==> config.mk <==
export PLATFORM = sky130hd
export DESIGN_NAME = pipelined_ram
export DESIGN_NICKNAME = d
export VERILOG_FILES = /design/src/rtl/pipelined_ram_pkg.sv /design/src/rtl/ram_byte_merge.sv /design/src/rtl/pipelined_ram.sv
export SDC_FILE = /design/constraint.sdc
export NUM_CORES = 1
export LEC_CHECK = 0
export CAP_MARGIN = 20
export CORE_ASPECT_RATIO = 2
export CORE_MARGIN = 1.5
export CORE_UTILIZATION = 44
export DETAILED_ROUTE_END_ITERATION = 10
export GPL_ROUTABILITY_DRIVEN = 0
export PLACE_DENSITY_LB_ADDON = 0.08
export SYNTH_ARGS = -nofsm -noshare
export SYNTH_HDL_FRONTEND = slang
export SYNTH_SLANG_ARGS = --single-unit
==> constraint.sdc <==
create_clock -name clk -period 2 [get_ports clk]
set_input_delay 0.4 -clock clk [delete_from_list [all_inputs] [get_ports clk]]
set_output_delay 0.4 -clock clk [all_outputs]
set_load 0.01 [all_outputs]
==> src/rtl/pipelined_ram_pkg.sv <==
// Shared defaults and width helpers for the pipelined RAM and anything that
// instantiates it, so the design and its users agree on sizes.
package pipelined_ram_pkg;

  localparam int DEFAULT_DATA_WIDTH_BYTES = 4;
  localparam int DEFAULT_NUM_SLOTS        = 5;
  localparam int DEFAULT_FORWARD          = 1;
  localparam int DEFAULT_INIT_VALUE       = 0;

  function automatic int data_bits(input int bytes);
    return bytes * 8;
  endfunction

  // A single-slot memory still needs a one-bit address port.
  function automatic int addr_bits(input int slots);
    return (slots < 2) ? 1 : $clog2(slots);
  endfunction

endpackage

==> src/rtl/ram_byte_merge.sv <==
// Byte-strobe merge: each strobed byte comes from new_word, every other byte
// keeps its value from old_word.
module ram_byte_merge
  import pipelined_ram_pkg::*;
#(
  parameter int BYTES = DEFAULT_DATA_WIDTH_BYTES
) (
  input  logic [data_bits(BYTES)-1:0] old_word,
  input  logic [data_bits(BYTES)-1:0] new_word,
  input  logic [BYTES-1:0]            strb,
  output logic [data_bits(BYTES)-1:0] merged
);

  always_comb begin
    merged = old_word;
    for (int b = 0; b < BYTES; b++) begin
      if (strb[b]) begin
        merged[b*8 +: 8] = new_word[b*8 +: 8];
      end
    end
  end

endmodule

==> src/rtl/pipelined_ram.sv <==
// Register-based RAM with byte-strobed writes and a one-deep registered read
// response; out-of-range accesses are flagged rather than aliased.
module pipelined_ram
  import pipelined_ram_pkg::*;
#(
  parameter int DATA_WIDTH_BYTES = DEFAULT_DATA_WIDTH_BYTES,
  parameter int NUM_SLOTS        = DEFAULT_NUM_SLOTS,
  parameter int FORWARD          = DEFAULT_FORWARD,
  parameter logic [DATA_WIDTH_BYTES*8-1:0] INIT_VALUE =
    (DATA_WIDTH_BYTES*8)'(DEFAULT_INIT_VALUE)
) (
  input  logic                                 clk,
  input  logic                                 rst,
  input  logic                                 clr,
  input  logic                                 w_en,
  input  logic [addr_bits(NUM_SLOTS)-1:0]      w_addr,
  input  logic [data_bits(DATA_WIDTH_BYTES)-1:0] w_data,
  input  logic [DATA_WIDTH_BYTES-1:0]          w_strb,
  output logic                                 w_err,
  input  logic                                 r_req_valid,
  input  logic [addr_bits(NUM_SLOTS)-1:0]      r_addr,
  output logic                                 r_req_ready,
  output logic                                 r_resp_valid,
  output logic [data_bits(DATA_WIDTH_BYTES)-1:0] r_data,
  output logic                                 r_err,
  input  logic                                 r_resp_ready
);

  localparam int DW = data_bits(DATA_WIDTH_BYTES);
  localparam int AW = addr_bits(NUM_SLOTS);
  localparam logic [AW:0] SLOTS = (AW+1)'(NUM_SLOTS);

  logic [DW-1:0] mem [NUM_SLOTS];

  logic          w_in_range;
  logic          r_in_range;
  logic          w_fire;
  logic          r_fire;
  logic          fwd_hit;
  logic [DW-1:0] w_old;
  logic [DW-1:0] rd_word;
  logic [DW-1:0] merged;
  logic [DW-1:0] r_next;

  assign w_in_range = ({1'b0, w_addr} < SLOTS);
  assign r_in_range = ({1'b0, r_addr} < SLOTS);

  // A clear swallows any same-cycle write, including its range error.
  assign w_fire = w_en && w_in_range && !clr;

  // Handshake: a request transfers on a rising edge where r_req_valid and
  // r_req_ready are both high; a response transfers where r_resp_valid and
  // r_resp_ready are both high. r_req_ready depends only on the response
  // register and r_resp_ready, never on r_req_valid, and a presented
  // response stays frozen until it transfers.
  assign r_req_ready = !r_resp_valid || r_resp_ready;
  assign r_fire      = r_req_valid && r_req_ready;

  assign fwd_hit = (FORWARD != 0) && w_fire && (w_addr == r_addr);

  // Slot selection by comparison keeps indexing safe for non-power-of-2 depths.
  always_comb begin
    w_old   = '0;
    rd_word = '0;
    for (int i = 0; i < NUM_SLOTS; i++) begin
      if (w_addr == AW'(i)) begin
        w_old = mem[i];
      end
      if (r_addr == AW'(i)) begin
        rd_word = mem[i];
      end
    end
  end

  // One merge serves both the stored write and the forwarded read data.
  ram_byte_merge #(
    .BYTES (DATA_WIDTH_BYTES)
  ) u_merge (
    .old_word (w_old),
    .new_word (w_data),
    .strb     (w_strb),
    .merged   (merged)
  );

  always_comb begin
    r_next = '0;
    if (r_in_range) begin
      r_next = fwd_hit ? merged : rd_word;
    end
  end

  always_ff @(posedge clk or negedge rst) begin
    if (!rst) begin
      for (int i = 0; i < NUM_SLOTS; i++) begin
        mem[i] <= INIT_VALUE;
      end
    end else begin
      for (int i = 0; i < NUM_SLOTS; i++) begin
        if (clr) begin
          mem[i] <= INIT_VALUE;
        end else if (w_fire && (w_addr == AW'(i))) begin
          mem[i] <= merged;
        end
      end
    end
  end

  always_ff @(posedge clk or negedge rst) begin
    if (!rst) begin
      w_err <= 1'b0;
    end else begin
      w_err <= w_en && !w_in_range && !clr;
    end
  end

  always_ff @(posedge clk or negedge rst) begin
    if (!rst) begin
      r_resp_valid <= 1'b0;
      r_data       <= '0;
      r_err        <= 1'b0;
    end else if (r_fire) begin
      r_resp_valid <= 1'b1;
      r_data       <= r_next;
      r_err        <= !r_in_range;
    end else if (r_resp_ready) begin
      r_resp_valid <= 1'b0;
    end
  end

endmodule

Word-level counts from Yosys, hierarchy flattened

Cells that the tools add are included.

Register bits: 195
Output and inout bits: 36
Logic and storage cells: 72
Input bits: 48

Equality and inequality tests: 9
Reductions and logical operators: 24
$lt $le $gt $ge: 2
Muxes and demuxes: 28

Operators by type and width:

| kind                                          | count |
|---|---|
| 2-to-1 mux 32 bit                             | 22 |
| 2-to-1 mux 8 bit                              | 4 |
| == test 3 x 2 -> 1 bit, second input constant | 4 |
| nonzero test 2 bit                            | 6 |
| logical AND 1 bit                             | 11 |
| == test 3 x 1 -> 1 bit, second input constant | 2 |
| == test 3 bit, second input constant          | 2 |
| logical NOT 3 bit                             | 2 |
| < comparator 3 bit, second input constant     | 2 |
| logical NOT 1 bit                             | 4 |
| == test 3 bit                                 | 1 |
| 2-to-1 mux 1 bit                              | 2 |
| logical OR 1 bit                              | 1 |

Depth between registers and ports, before layout

Word-level depth: 9
Gate-level depth with buffers: 9

Modules after synthesis

Synthesis repeated with hierarchy kept, for this count alone.

Cells, all modules: 1261
Area, all modules: 11115.7 um^2

Modules (own cells, without submodules):

| module         | cells an instance | area an instance (um^2) | times used |
|---|---|---|---|
| pipelined_ram  | 1225              | 10590.2                 | 1 |
| ram_byte_merge | 36                | 525.5                   | 1 |

Least setup slack after synthesis

No wires, ideal clock.

Path kind: input to register
Start point: input w_addr[0]
End point: register mem[120] (netlist name)
Buffers on the path: 3
Setup time: 0.132 ns
Setup slack: 0.333 ns
Arrival time: 1.535 ns
Required time: 1.868 ns
Cell stages on the path: 8
Path through: buf_6 > buf_12 > buf_8 > mux2_4 > a21oi_2 > o21ai_2 > a22oi_1 > nor2_1

Cells in the longest elaborated chain, start to end: 9
Elaborated cells on any way between the ends: 18
Those cells by class: order compare (1); eq/ne (4); mux (8); reduce/logical (5)

RTL lines:

| what                            | RTL line             | text |
|---|---|---|
| start, declared                 | pipelined_ram.sv:16  | `input logic [addr_bits(NUM_SLOTS)-1:0] w_addr,` |
| logical NOT 3 bit               | pipelined_ram.sv:66  | `if (w_addr == AW'(i)) begin` |
| 2-to-1 mux 32 bit (5 in series) | pipelined_ram.sv:66  |  |
| 2-to-1 mux 8 bit                | ram_byte_merge.sv:17 | `if (strb[b]) begin` |
| 2-to-1 mux 32 bit               | pipelined_ram.sv:101 | `end else if (w_fire && (w_addr == AW'(i))) begin` |
| 2-to-1 mux 32 bit               | pipelined_ram.sv:99  | `if (clr) begin` |
| end signal, assigned by index   | pipelined_ram.sv:102 | `mem[i] <= merged;` |
| end, declared                   | pipelined_ram.sv:33  | `logic [DW-1:0] mem [NUM_SLOTS];` |

Several ways; a longest one is shown, not always the timed one. The select of a mux whose other input is x is not followed.
A chain may end at the register's enable or synchronous reset.

Final worst setup path

Start point: register r_data[30]
End point: output r_data[30]

RTL lines:

| what                   | RTL line             | text |
|---|---|---|
| start, declared        | pipelined_ram.sv:24  | `output logic [data_bits(DATA_WIDTH_BYTES)-1:0] r_data,` |
| start signal, assigned | pipelined_ram.sv:123 | `r_data <= r_next;` |

No word-level cell between the ends.

==> run_results.csv <==
group,metric,value,unit
clock_network,root_buffer,"sky130_fd_sc_hd__clkbuf_16",
setup_path,critPathBufInv,1,
synth,syn-instance-count,1352,
place,pre_cts_slack,-0.217,ns
floorplan,ioPinCount,84,
clock_network,total_cts_buffers,17,
synth,yosys_warnings,0,
synth,synth_most_common_cell,"sky130_fd_sc_hd__nor2_1",
global_route,maximum_number_of_pins_on_one_net_before_global_route_repair,131,
synth,synth-edff-count,0,
floorplan,design.die.area,28100,um^2
finish,syn2layout_area_growth,21.2,%
drt,route.antenna.remaining_nets,0,
setup_path,timing.setup.critical_path_class,"flip-flop to output pin",
drt,post-route-drc-count,0,
global_route,grt_pass1_vias,11000,
global_route,globalRouteTotalUtil,0.296,
synth,synthArstFlopShare,1.00,
floorplan,starting_utilization_of_the_core_area,0.450,
timing,grt_setup_unrepaired,"no",
setup_path,crit_path_max_incr_delay,0.57,ns
place,numPortBuffers,83,
floorplan,die_h,235,um
finish,final_net_count,1495,
setup_path,reg2reg_depth,6,
clock_network,tritoncts,"yes",
outcome,status,"complete, no violations",
timing,finalWorstSetupSlack,0.141,ns
timing,fin_crit,1.86,ns
global_route,initial_antenna_violation_count,0,
timing,finalHoldViolCount,0,
drt,route.detailed.wl_per_inst,22.4,um
finish,final.fill_count,2459,
timing,final.period_utilization,0.929,
setup_path,wp_data_arrival,1.46,ns
finish,register_area,4880,um^2
timing,setup_total_negative_slack,0,ns
setup_path,critPathSlowestCell,"sky130_fd_sc_hd__clkdlybuf4s50_1",
synth,synth_common_cells,"sky130_fd_sc_hd__nor2_1, sky130_fd_sc_hd__dfrtp_1, sky130_fd_sc_hd__a22oi_1",
setup_path,critPathTopFamily,"buffers and inverters",
clock_network,worst_skew_pair.late_latency,0.46,ns
setup_path,critical_path_required,1.60,ns
drt,via_per_inst,6.07,
floorplan,rows,84,
setup_path,setup.reg_to_reg.worst_slack,0.51,ns
place,detailed_place_hpwl,27400,um
finish,multi_input_area,6420,um^2
global_route,gr-total-overflow,0,
pwr,power.density_cell_area,622,nW/um^2
setup_path,timing.critical_path.cells,"clkdlybuf4s50_1",
drt,wl,40400,um
global_route,grt_pass1_wl,63700,um
setup_path,kind_of_start_point_of_the_critical_path,"flip-flop",
floorplan,design.core.area,26400,um^2
worst_hold_path,worst_hold_path_type,"input port to async pin",
clock_network,clk_path_buf_depth,2,
setup_path,setup.worst_path.end_class,"output pin",
synth,syn_nets,1400,
synth,synth_top_area_share,0.411,
synth,ys_seq_elements,195,
synth,synth_area_leaders,"sky130_fd_sc_hd__dfrtp_1, sky130_fd_sc_hd__a22oi_1, sky130_fd_sc_hd__nor2_1",
synth,syn_area_per_cell,8.79,um^2
flow_run,max_cap_viol_count,0,
drt,drtIter0Drc,833,
synth,synth_seq_area_share,0.411,
setup_path,reg2reg_to,"r_data[22]",
finish,finalCoreUtilization,0.546,
timing,final-setup-viol-count,0,
finish,num_antenna_cells,0,
timing,achievable-frequency,0.538,GHz
clock_network,cts.sink_count,195,
clock_network,cts_max_level,4,
timing,worst-slew-pin-transition,0.698,ns
finish,drive_above_1_share,0.195,
setup_path,path_max_fanout,2,
timing,report.final.slew_viol_count,0,
timing,worst_slew_margin_rel,0.535,
synth,synth_top_area_cell,"sky130_fd_sc_hd__dfrtp_1",
floorplan,die_width,119,um
drt,vias,11000,
timing,worst_hold_slack,0.377,ns
clock_network,clk_pin_slew_worst_paths,0.07,ns
timing,finClkSkew,0.00674,ns
synth,ys.flop_type,"sky130_fd_sc_hd__dfrtp_1",
pwr,vdd_drop_max,607,uV
synth,cell_variety_after_synth,49,
setup_path,critical_path.reg2reg.startpoint,"r_resp_valid",
pwr,power_leakage,6.39,nW
drt,firstDrtPassIters,5,
synth,syn-cell-area,11900,um^2
power by group:
| part | switching [mW] | internal (mW) | total, mW |
|---|---|---|---|
| sequential | 0.0603 | 4.02 | 4.08 |
| combinational | 0.880 | 0.574 | 1.45 |
| clock | 1.59 | 1.83 | 3.42 |
cell families (layout without fill, tap and decap cells):
family                 count (synthesis)  in the layout  share of synthesized area
XOR/XNOR                               2              2                    0.00147
AND/OR/NAND/NOR                      478            478                      0.186
multiplexers                         110            110                      0.106
buffers and inverters                123            230                     0.0516
flip-flops                           195            195                      0.411
AO/OA/AOI/OAI                        444            444                      0.244
worst max path at each step:
stage | startpoint | end | slack (ns) | depth (start not counted)
finish | r_data[30] | r_data[30] | 0.14 | 1
global route | r_data[30] | r_data[30] | 0.11 | 1
CTS | r_data[30] | r_data[30] | 0.11 | 1
detailed placement | w_addr[2] | mem[121] | -0.22 | 7
global placement | w_en | r_data[23] | -0.24 | 8
floorplan | w_addr[0] | mem[120] | 0.33 | 8
timing repair:
action | 4_1_cts | 5_1_grt
gates resized for setup | 1 | 0
setup endpoints to repair | 1 | 0
hold buffers | 1 | 0
endpoints found under the hold margin | 17 | 0
setup buffers | 0 | 0
per-layer routing:
metal,up-vias,wire [um],part of all wire,track usage
li1,5037,-,-,-
met3,110,1790,0.044,0.0475
met1,5456,16100,0.40,0.356
met5,-,0,0,0
met4,0,1610,0.040,0.136
met2,350,20900,0.52,0.515
stage by stage:
stage | cells | area, um^2 | power, mW
floorplan | 1352 | 11900 | 4.86
global placement | 1771 | 13800 | 5.59
detailed placement | 1771 | 13800 | 5.60
CTS | 1803 | 14400 | 9.03
global route | 1803 | 14400 | 9.28
finish | 1803 | 14400 | 8.95
state kept, by name, indices dropped and copies added, names as in the netlist:
signal        count
r_resp_valid      1
r_err             1
mem             160
w_err             1
r_data           32
area by class of cell:
type / count / area share
Multi-Input combinational cell: 1034 / 0.446
Sequential cell: 195 / 0.339
Clock inverter: 9 / 0.00556
Inverter: 9 / 0.00235
Clock buffer: 22 / 0.0336
Tap cell: 344 / 0.0299
Timing Repair Buffer: 190 / 0.143
cells in the final DEF, fill, tap and decap left out, types with 5 or more instances in the layout:
master	netlist	routed
sky130_fd_sc_hd__o22ai_1	10	10
sky130_fd_sc_hd__nor2_1	243	243
sky130_fd_sc_hd__a211o_1	7	7
sky130_fd_sc_hd__a21oi_2	19	19
sky130_fd_sc_hd__a21oi_1	117	117
sky130_fd_sc_hd__o21a_1	14	14
sky130_fd_sc_hd__o21ai_0	38	38
sky130_fd_sc_hd__nand2_1	113	112
sky130_fd_sc_hd__buf_12	1	36
sky130_fd_sc_hd__nand3_1	27	25
sky130_fd_sc_hd__mux2_4	19	19
sky130_fd_sc_hd__and3b_1	42	42
sky130_fd_sc_hd__nand3b_1	14	14
sky130_fd_sc_hd__inv_1	5	5
sky130_fd_sc_hd__buf_4	10	72
sky130_fd_sc_hd__clkdlybuf4s50_1	0	75
sky130_fd_sc_hd__clkbuf_16	0	17
sky130_fd_sc_hd__a41o_1	7	7
sky130_fd_sc_hd__clkbuf_8	0	5
sky130_fd_sc_hd__o21ai_2	37	37
sky130_fd_sc_hd__a22oi_1	123	123
sky130_fd_sc_hd__o21ai_1	57	57
sky130_fd_sc_hd__nand2b_1	27	27
sky130_fd_sc_hd__mux2i_1	36	36
sky130_fd_sc_hd__a31oi_1	9	8
sky130_fd_sc_hd__mux2_2	53	53
sky130_fd_sc_hd__dfrtp_1	195	195
Note: power is estimated with default switching activity, not from simulation.
